`src/rtl/seq_add_sub.sv`:
```
// Chunk-serial two's-complement adder/subtractor with valid/ready handshakes.
// Optional signed saturation of the result: define SEQ_ADD_SUB_SAT_EN.
module seq_add_sub #(
  parameter int WIDTH = 16,
  parameter int CHUNK = 4
) (
  input  logic             clk,
  input  logic             rst_n,
  input  logic             in_valid,
  output logic             in_ready,
  input  logic [WIDTH-1:0] in1,
  input  logic [WIDTH-1:0] in2,
  input  logic             sub,
  output logic             out_valid,
  input  logic             out_ready,
  output logic [WIDTH-1:0] out,
  output logic             cout,
  output logic             ovf
);

  localparam int N     = WIDTH / CHUNK;
  localparam int IDX_W = (N > 1) ? $clog2(N) : 1;

  typedef enum logic [1:0] {IDLE, CALC, DONE} state_t;

  state_t             state_q, state_d;
  logic [WIDTH-1:0]   a_q, b_q, res_q, res_d, out_q, out_d;
  logic               carry_q, cout_q, ovf_q, ovf_d;
  logic [IDX_W-1:0]   idx_q;
  logic [CHUNK:0]     chunk_sum;
  logic               accept, last_chunk;

  assign in_ready   = (state_q == IDLE);
  assign out_valid  = (state_q == DONE);
  assign accept     = in_valid & in_ready;
  assign last_chunk = (idx_q == IDX_W'(N - 1));
  assign out        = out_q;
  assign cout       = cout_q;
  assign ovf        = ovf_q;

  // One CHUNK-wide slice of the ripple per cycle; the top bit is the carry into the next slice.
  assign chunk_sum = {1'b0, a_q[idx_q*CHUNK +: CHUNK]}
                   + {1'b0, b_q[idx_q*CHUNK +: CHUNK]}
                   + {{CHUNK{1'b0}}, carry_q};

  // NOTE: every signal driven here gets a default first so no latch is inferred.
  always_comb begin
    res_d = res_q;
    res_d[idx_q*CHUNK +: CHUNK] = chunk_sum[CHUNK-1:0];
    ovf_d = (a_q[WIDTH-1] == b_q[WIDTH-1]) && (res_d[WIDTH-1] != a_q[WIDTH-1]);
`ifdef SEQ_ADD_SUB_SAT_EN
    if (ovf_d) begin
      out_d = a_q[WIDTH-1] ? {1'b1, {(WIDTH-1){1'b0}}} : {1'b0, {(WIDTH-1){1'b1}}};
    end else begin
      out_d = res_d;
    end
`else
    out_d = res_d;
`endif
  end

  always_comb begin
    state_d = state_q;
    unique case (state_q)
      IDLE:    if (accept)     state_d = CALC;
      CALC:    if (last_chunk) state_d = DONE;
      DONE:    if (out_ready)  state_d = IDLE;
      default:                 state_d = IDLE;
    endcase
  end

  // NOTE: sequential state uses non-blocking assignments so all registers sample pre-edge values.
  always_ff @(posedge clk or negedge rst_n) begin
    if (!rst_n) state_q <= IDLE;
    else        state_q <= state_d;
  end

  // NOTE: operand registers are reset too; it keeps the datapath deterministic after an abort.
  always_ff @(posedge clk or negedge rst_n) begin
    if (!rst_n) begin
      a_q     <= '0;
      b_q     <= '0;
      res_q   <= '0;
      carry_q <= 1'b0;
      idx_q   <= '0;
      out_q   <= '0;
      cout_q  <= 1'b0;
      ovf_q   <= 1'b0;
    end else if (accept) begin
      a_q     <= in1;
      b_q     <= in2 ^ {WIDTH{sub}};
      carry_q <= sub;
      idx_q   <= '0;
    end else if (state_q == CALC) begin
      res_q   <= res_d;
      carry_q <= chunk_sum[CHUNK];
      idx_q   <= last_chunk ? '0 : idx_q + IDX_W'(1);
      // Visible outputs only move on the edge that enters DONE.
      if (last_chunk) begin
        out_q  <= out_d;
        cout_q <= chunk_sum[CHUNK];
        ovf_q  <= ovf_d;
      end
    end
  end

endmodule

```
`config.mk`:
```
export PLATFORM = sky130hd
export DESIGN_NAME = seq_add_sub
export DESIGN_NICKNAME = d
export VERILOG_FILES = /design/src/rtl/seq_add_sub.sv
export SDC_FILE = /design/constraint.sdc
export NUM_CORES = 1
export LEC_CHECK = 0
export ABC_CLOCK_PERIOD_IN_PS = 2500
export CORE_MARGIN = 3
export CORE_UTILIZATION = 40
export DETAILED_ROUTE_END_ITERATION = 8
export PLACE_DENSITY = 0.68
export SKIP_CTS_REPAIR_TIMING = 1
export SLEW_MARGIN = 10
export SYNTH_ARGS = -nofsm -noshare
export SYNTH_HDL_FRONTEND = slang
export SYNTH_SLANG_ARGS = --single-unit
```
`constraint.sdc`:
```
create_clock -name clk -period 2.5 [get_ports clk]
set_input_delay 0.5 -clock clk [delete_from_list [all_inputs] [get_ports clk]]
set_output_delay 0.5 -clock clk [all_outputs]
set_load 0.005 [all_outputs]
```
Word-level counts from Yosys, hierarchy flattened:

Index checks and enable logic that the tools add are counted.

* register bits after elaboration: 71
* latch bits: 0
* RAM bits: 0
* ROM bits: 0
* input port bits: 37
* output and inout port bits: 20
* logic and storage cells: 44
* memories: 0

* $add $sub $neg: 4
* multipliers: 0
* div/mod/pow operators: 0
* order comparisons: 0
* equality and inequality tests: 8
* shift operators: 4
* mux-type cells: 10
* bitwise operators: 3
* reduce and logical (&&, ||, !) cells: 6

Operators by type and width (count)
* $neg 4->34: 1
* $shift 4x34->16 const A: 1
* $shiftx 4x34->16: 1
* $shiftx 16x5->4: 2
* $bwmux 16: 1
* $xor 16x16->16: 1
* $mux 2: 6
* $pmux 2 s3: 1
* $reduce_and 3->1: 2
* $add 4x4->5: 1
* $add 5x1->5: 1
* $eq 2x2->1 const B: 2
* $ne 2x1->1 const B: 2
* $add 2x1->2 const B: 1
* $eq 2x1->1 const B: 1
* $logic_not 2->1: 1
* $mux 1: 2
* $ne 2x2->1 const B: 1
* $reduce_and 2->1: 1
* $reduce_bool 2->1: 1
* $and 1x1->1: 1
* $eq 1x1->1: 1
* $logic_and 1x1->1: 1
* $ne 1x1->1: 1
* $not 1->1: 1

Longest topological paths before layout:

* depth in word-level cells: 7
* depth in mapped cells: 10
* depth with buffers taken out: 8

Worst setup path before layout:

Ideal clock, no wire load.

* path kind: reg2reg
* start point: reg idx_q[0]
* end point: reg res_q[1]
* setup time: 0.066 ns
* arrival time: 2.599 ns
* setup slack: -0.165 ns
* stages on the path, launching flop included: 9
* path buffers: 2
* clock period less this slack: 2.665 ns
* path through: dfrtp_1 buf_6 buf_2 mux4_2 fa_1 inv_1 fa_1 nor2_1 a22o_1

* cells in the longest elaborated chain, start to end: 5
* elaborated cells on any way between the ends: 8

Ends and longest elaborated chain
* start: declaration: RTL line 29 `logic [IDX_W-1:0] idx_q;`
* start signal: assignment: RTL line 97 `idx_q <= last_chunk ? '0 : idx_q + IDX_W'(1);`
* $shiftx 16x5->4 (on tied branches): RTL line 42, 43
* $add 4x4->5: RTL line 43 `+ {1'b0, b_q[idx_q*CHUNK +: CHUNK]}`
* $add 5x1->5: RTL line 44 `+ {{CHUNK{1'b0}}, carry_q};`
* $shiftx 4x34->16: RTL line 49 `res_d[idx_q*CHUNK +: CHUNK] = chunk_sum[CHUNK-1:0];`
* $bwmux 16 *: RTL line 49
* end signal: assignment: RTL line 95 `res_q <= res_d;`
* end: declaration: RTL line 27 `logic [WIDTH-1:0] a_q, b_q, res_q, res_d, out_q, out_d;`

Mark *: on every way between the ends. The rest lies on a longest branch, timed or not.
A chain may end at the register's enable or synchronous reset.

Worst setup path in the final report:

* start point: reg idx_q[0]
* end point: reg ovf_q (netlist: ovf)

* cells in the longest elaborated chain, start to end: 7
* elaborated cells on any way between the ends: 12

Ends and longest elaborated chain
* $shiftx 16x5->4 (on tied branches): RTL line 42, 43
* $add 4x4->5: RTL line 43
* $add 5x1->5: RTL line 44
* $shiftx 4x34->16: RTL line 49
* $bwmux 16: RTL line 49
* $ne 1x1->1: RTL line 50 `ovf_d = (a_q[WIDTH-1] == b_q[WIDTH-1]) && (res_d[WIDTH-1] != a_q[WIDTH-1]);`
* $logic_and 1x1->1: RTL line 50
* end signal: assignment: RTL line 102 `ovf_q <= ovf_d;`
* end: declaration: RTL line 28 `logic carry_q, cout_q, ovf_q, ovf_d;`

Several ways; a longest one is shown, not always the timed one.

==> metrics.txt <==
worst-margin pin slew=634 ps; metal3 WL=slightly below 400 µm; outcome=finished, final reports clean; clock share of power=14.2%; clock sink total=71; largest net degree at the start of global routing=53; first-pass GRT wire length=12300 µm; final hold violation count=0; Internal=3.90 mW; Total GRT Usage=15.9%; Worst Setup Start Kind=register; setup TNS=0 ps; setup ws final=94.2 ps; Final Instance Area=4460 µm²; placed cells=457; Netlist cell types=45; synthesized area=3480 µm²; placed cell area=roughly 4200 µm²; final non-filler cell total=473; Yosys top cell by area=dfrtp_1; top cells by area, synth=dfrtp_1 51%, mux2_2 6.5%, xnor2_1 4.3%, mux4_2 3.9%, a21oi_1 3.4%; # diodes=0; initial antenna violation count=0; Synth top area share=51.0%; die area=9860 µm²; CP arrival=2670 ps; hold slack final=approximately 170 ps; Synth-to-Final Area Change=28.2%; RSZ-0062 raised after global routing=true; Final Power=6.42 mW; CTS tree=yes; Skew-Pair Late Insertion Delay=350 ps; Worst Path Required=2770 ps; switching part of the total=39.2%; register area share after synthesis=51.0%; critical path type=reg -> reg; Worst Setup End Kind=register; setup violators final=0; HPWL Detailed=5410 µm; Slew Limit Fails=0; crit path cell chain=buf_6 -> mux4_1 -> ha_1 -> nand3_1 -> a211oi_1 -> o31ai_1 -> a41oi_2; period utilisation layout=96.2%; reg2reg setup slack=90 ps; met2 WL=3330 µm; # DRC=0; Max Used Layer=met4; first-pass detailed-route iteration total=8; total number of vias=2491; CTS HTree Levels=3; Clock Path Buffers=2; Buffers on Ports=56; share of cells above drive strength 1=19.6%; Final #Nets=just over 400; row count=33; wire length per cell=15.4 µm; CP max FO=6; vias per cell=5.27; post-synthesis cell count=300; num ports=57; Yosys reg bits=71; CP max stage delay=approximately 610 ps; maxcap violations=0; Post-Route Utilization=between 50% and 60%; synthesis warning total=0; Slowest cell on crit path=mux4_1; peak supply drop=~0.0006 V; FMAX=roughly 420 MHz; DP Worst Slack=27.3 ps; syn nets=348; sequential share of power=a little under a third; total gr overflow=0; Chip Height=99.3 µm; Die X=around 99 µm; Slew headroom=57.7%; skew final=13.5 ps; combinational share of power=55.0%; Power Dens Cells=1440 nW/µm²; EDFF count, synth=0; core box area=8340 µm²; antenna viol nets, final=0; Post-Route M1 WL=3420 µm; clock-pin slew on the worst setup and hold paths=80 ps; class of the worst hold path=in -> async; cts bufs inserted=9; initial DRC count=79; Post-synth top flop=dfrtp_1; Avg Cell Area, Syn=roughly 12 µm²; P_leak=1.86 nW; sw power=around 2.5 mW; clock period minus worst slack=2410 ps; fraction of registers with async set/reset=between 90% and 100%; vias in the first global route=2481; RD Place Congestion=0.874; clock root cell=clkbuf_8; Initial Util=41.7%; total routed wirelength=7300 µm
[layout make-up]
| type | instances | area (µm²) |
|---|---|---|
| clock buffers | 11 | 141 |
| clock inverters | 5 | 57.6 |
| fillers | 735 | 3880 |
| inverters | 16 | 60.1 |
| multi-input cells | 194 | 1600 |
| flip-flops and latches | 71 | 1780 |
| well taps | 105 | 131 |
| repair buffers | 71 | 697 |
[worst max-delay path, delay by kind of cell (launching register included)]
family                     cells  cell delay, ps
DFF                            1             360
muxes                          1             610
AOI/OAI and AO/OA              3             780
buffers and inverters          1             140
adders and majority gates      1             300
and+or+nand+nor                1             140
[final timing paths]
check,from,to,depth (start not counted)
setup / recovery,idx_q[0],ovf,7
max in group asynchronous,rst_n,out[11],2
hold reg to reg,out[0],out[0],2
hold / removal,rst_n,res_q[9],1
min in group clk,out[0],out[0],2
setup reg to reg,idx_q[0],ovf,7
[cells in the mapped netlist (2+ instances only)]
cell / instances
a32o_1: 7
o21ai_1: 2
o21ai_0: 13
buf_2: 10
o31ai_1: 3
a2bb2oi_1: 2
nand2b_1: 2
a22o_1: 8
mux2_2: 20
mux4_1: 2
nand2_1: 20
dfrtp_1: 71
buf_1: 2
ha_1: 9
and4bb_2: 2
a21oi_1: 24
mux4_2: 6
nor2b_1: 5
a22oi_1: 5
o32ai_1: 3
inv_1: 16
fa_1: 2
nor2_1: 23
clkbuf_1: 6
xnor2_1: 17
[metal layers]
metal,GRT usage (%),vias to the layer above
li1,-,1195
met1,22.0,1200
met2,23.7,79
met3,3.37,17
met4,7.67,0
met5,0,-
[state kept, by name, indices dropped and copies added, names as in the netlist]
register and flops:
b_q 16, ovf 1, state_q 2, idx_q 2, carry_q 1, out 16, res_q 16, a_q 16
cout 1
[cells by family (layout without fill, tap and decap cells)]
logic type	Yosys count	count (layout)	synth area share (%)
AOI/OAI and AO/OA	74	74	14.4
DFF	71	71	51.0
and+or+nand+nor	64	64	9.74
buffers and inverters	35	103	4.35
muxes	28	28	11.9
xor gates and xnor gates	17	17	4.28
adders and majority gates	11	11	4.38
[power groups by stage]
stage,logic (mW),registers (mW),clock network [mW]
6_report,3.53,1.97,0.914
3_5_place_dp,3.35,2.00,0
5_1_grt,3.87,2.05,0.978
2_1_floorplan,2.25,1.89,0
3_3_place_gp,3.26,1.99,0
4_1_cts,3.36,1.98,0.930
[cell usage in the layout (no fill, tap or decap), drive strengths merged, types with 2 or more instances in the layout]
cell type       n
dfrtp          71
clkdlybuf4s50  55
a21oi          24
nor2           23
nand2          20
mux2           20
xnor2          17
inv            16
buf            16
o21ai          15
clkbuf         11
ha              9
a22o            8
mux4            8
a32o            7
nor2b           5
a22oi           5
clkinv          4
o31ai           3
and4bb          3
o32ai           3
nand2b          2
a2bb2oi         2
fa              2
Note: power is estimated with default switching activity, not from simulation.
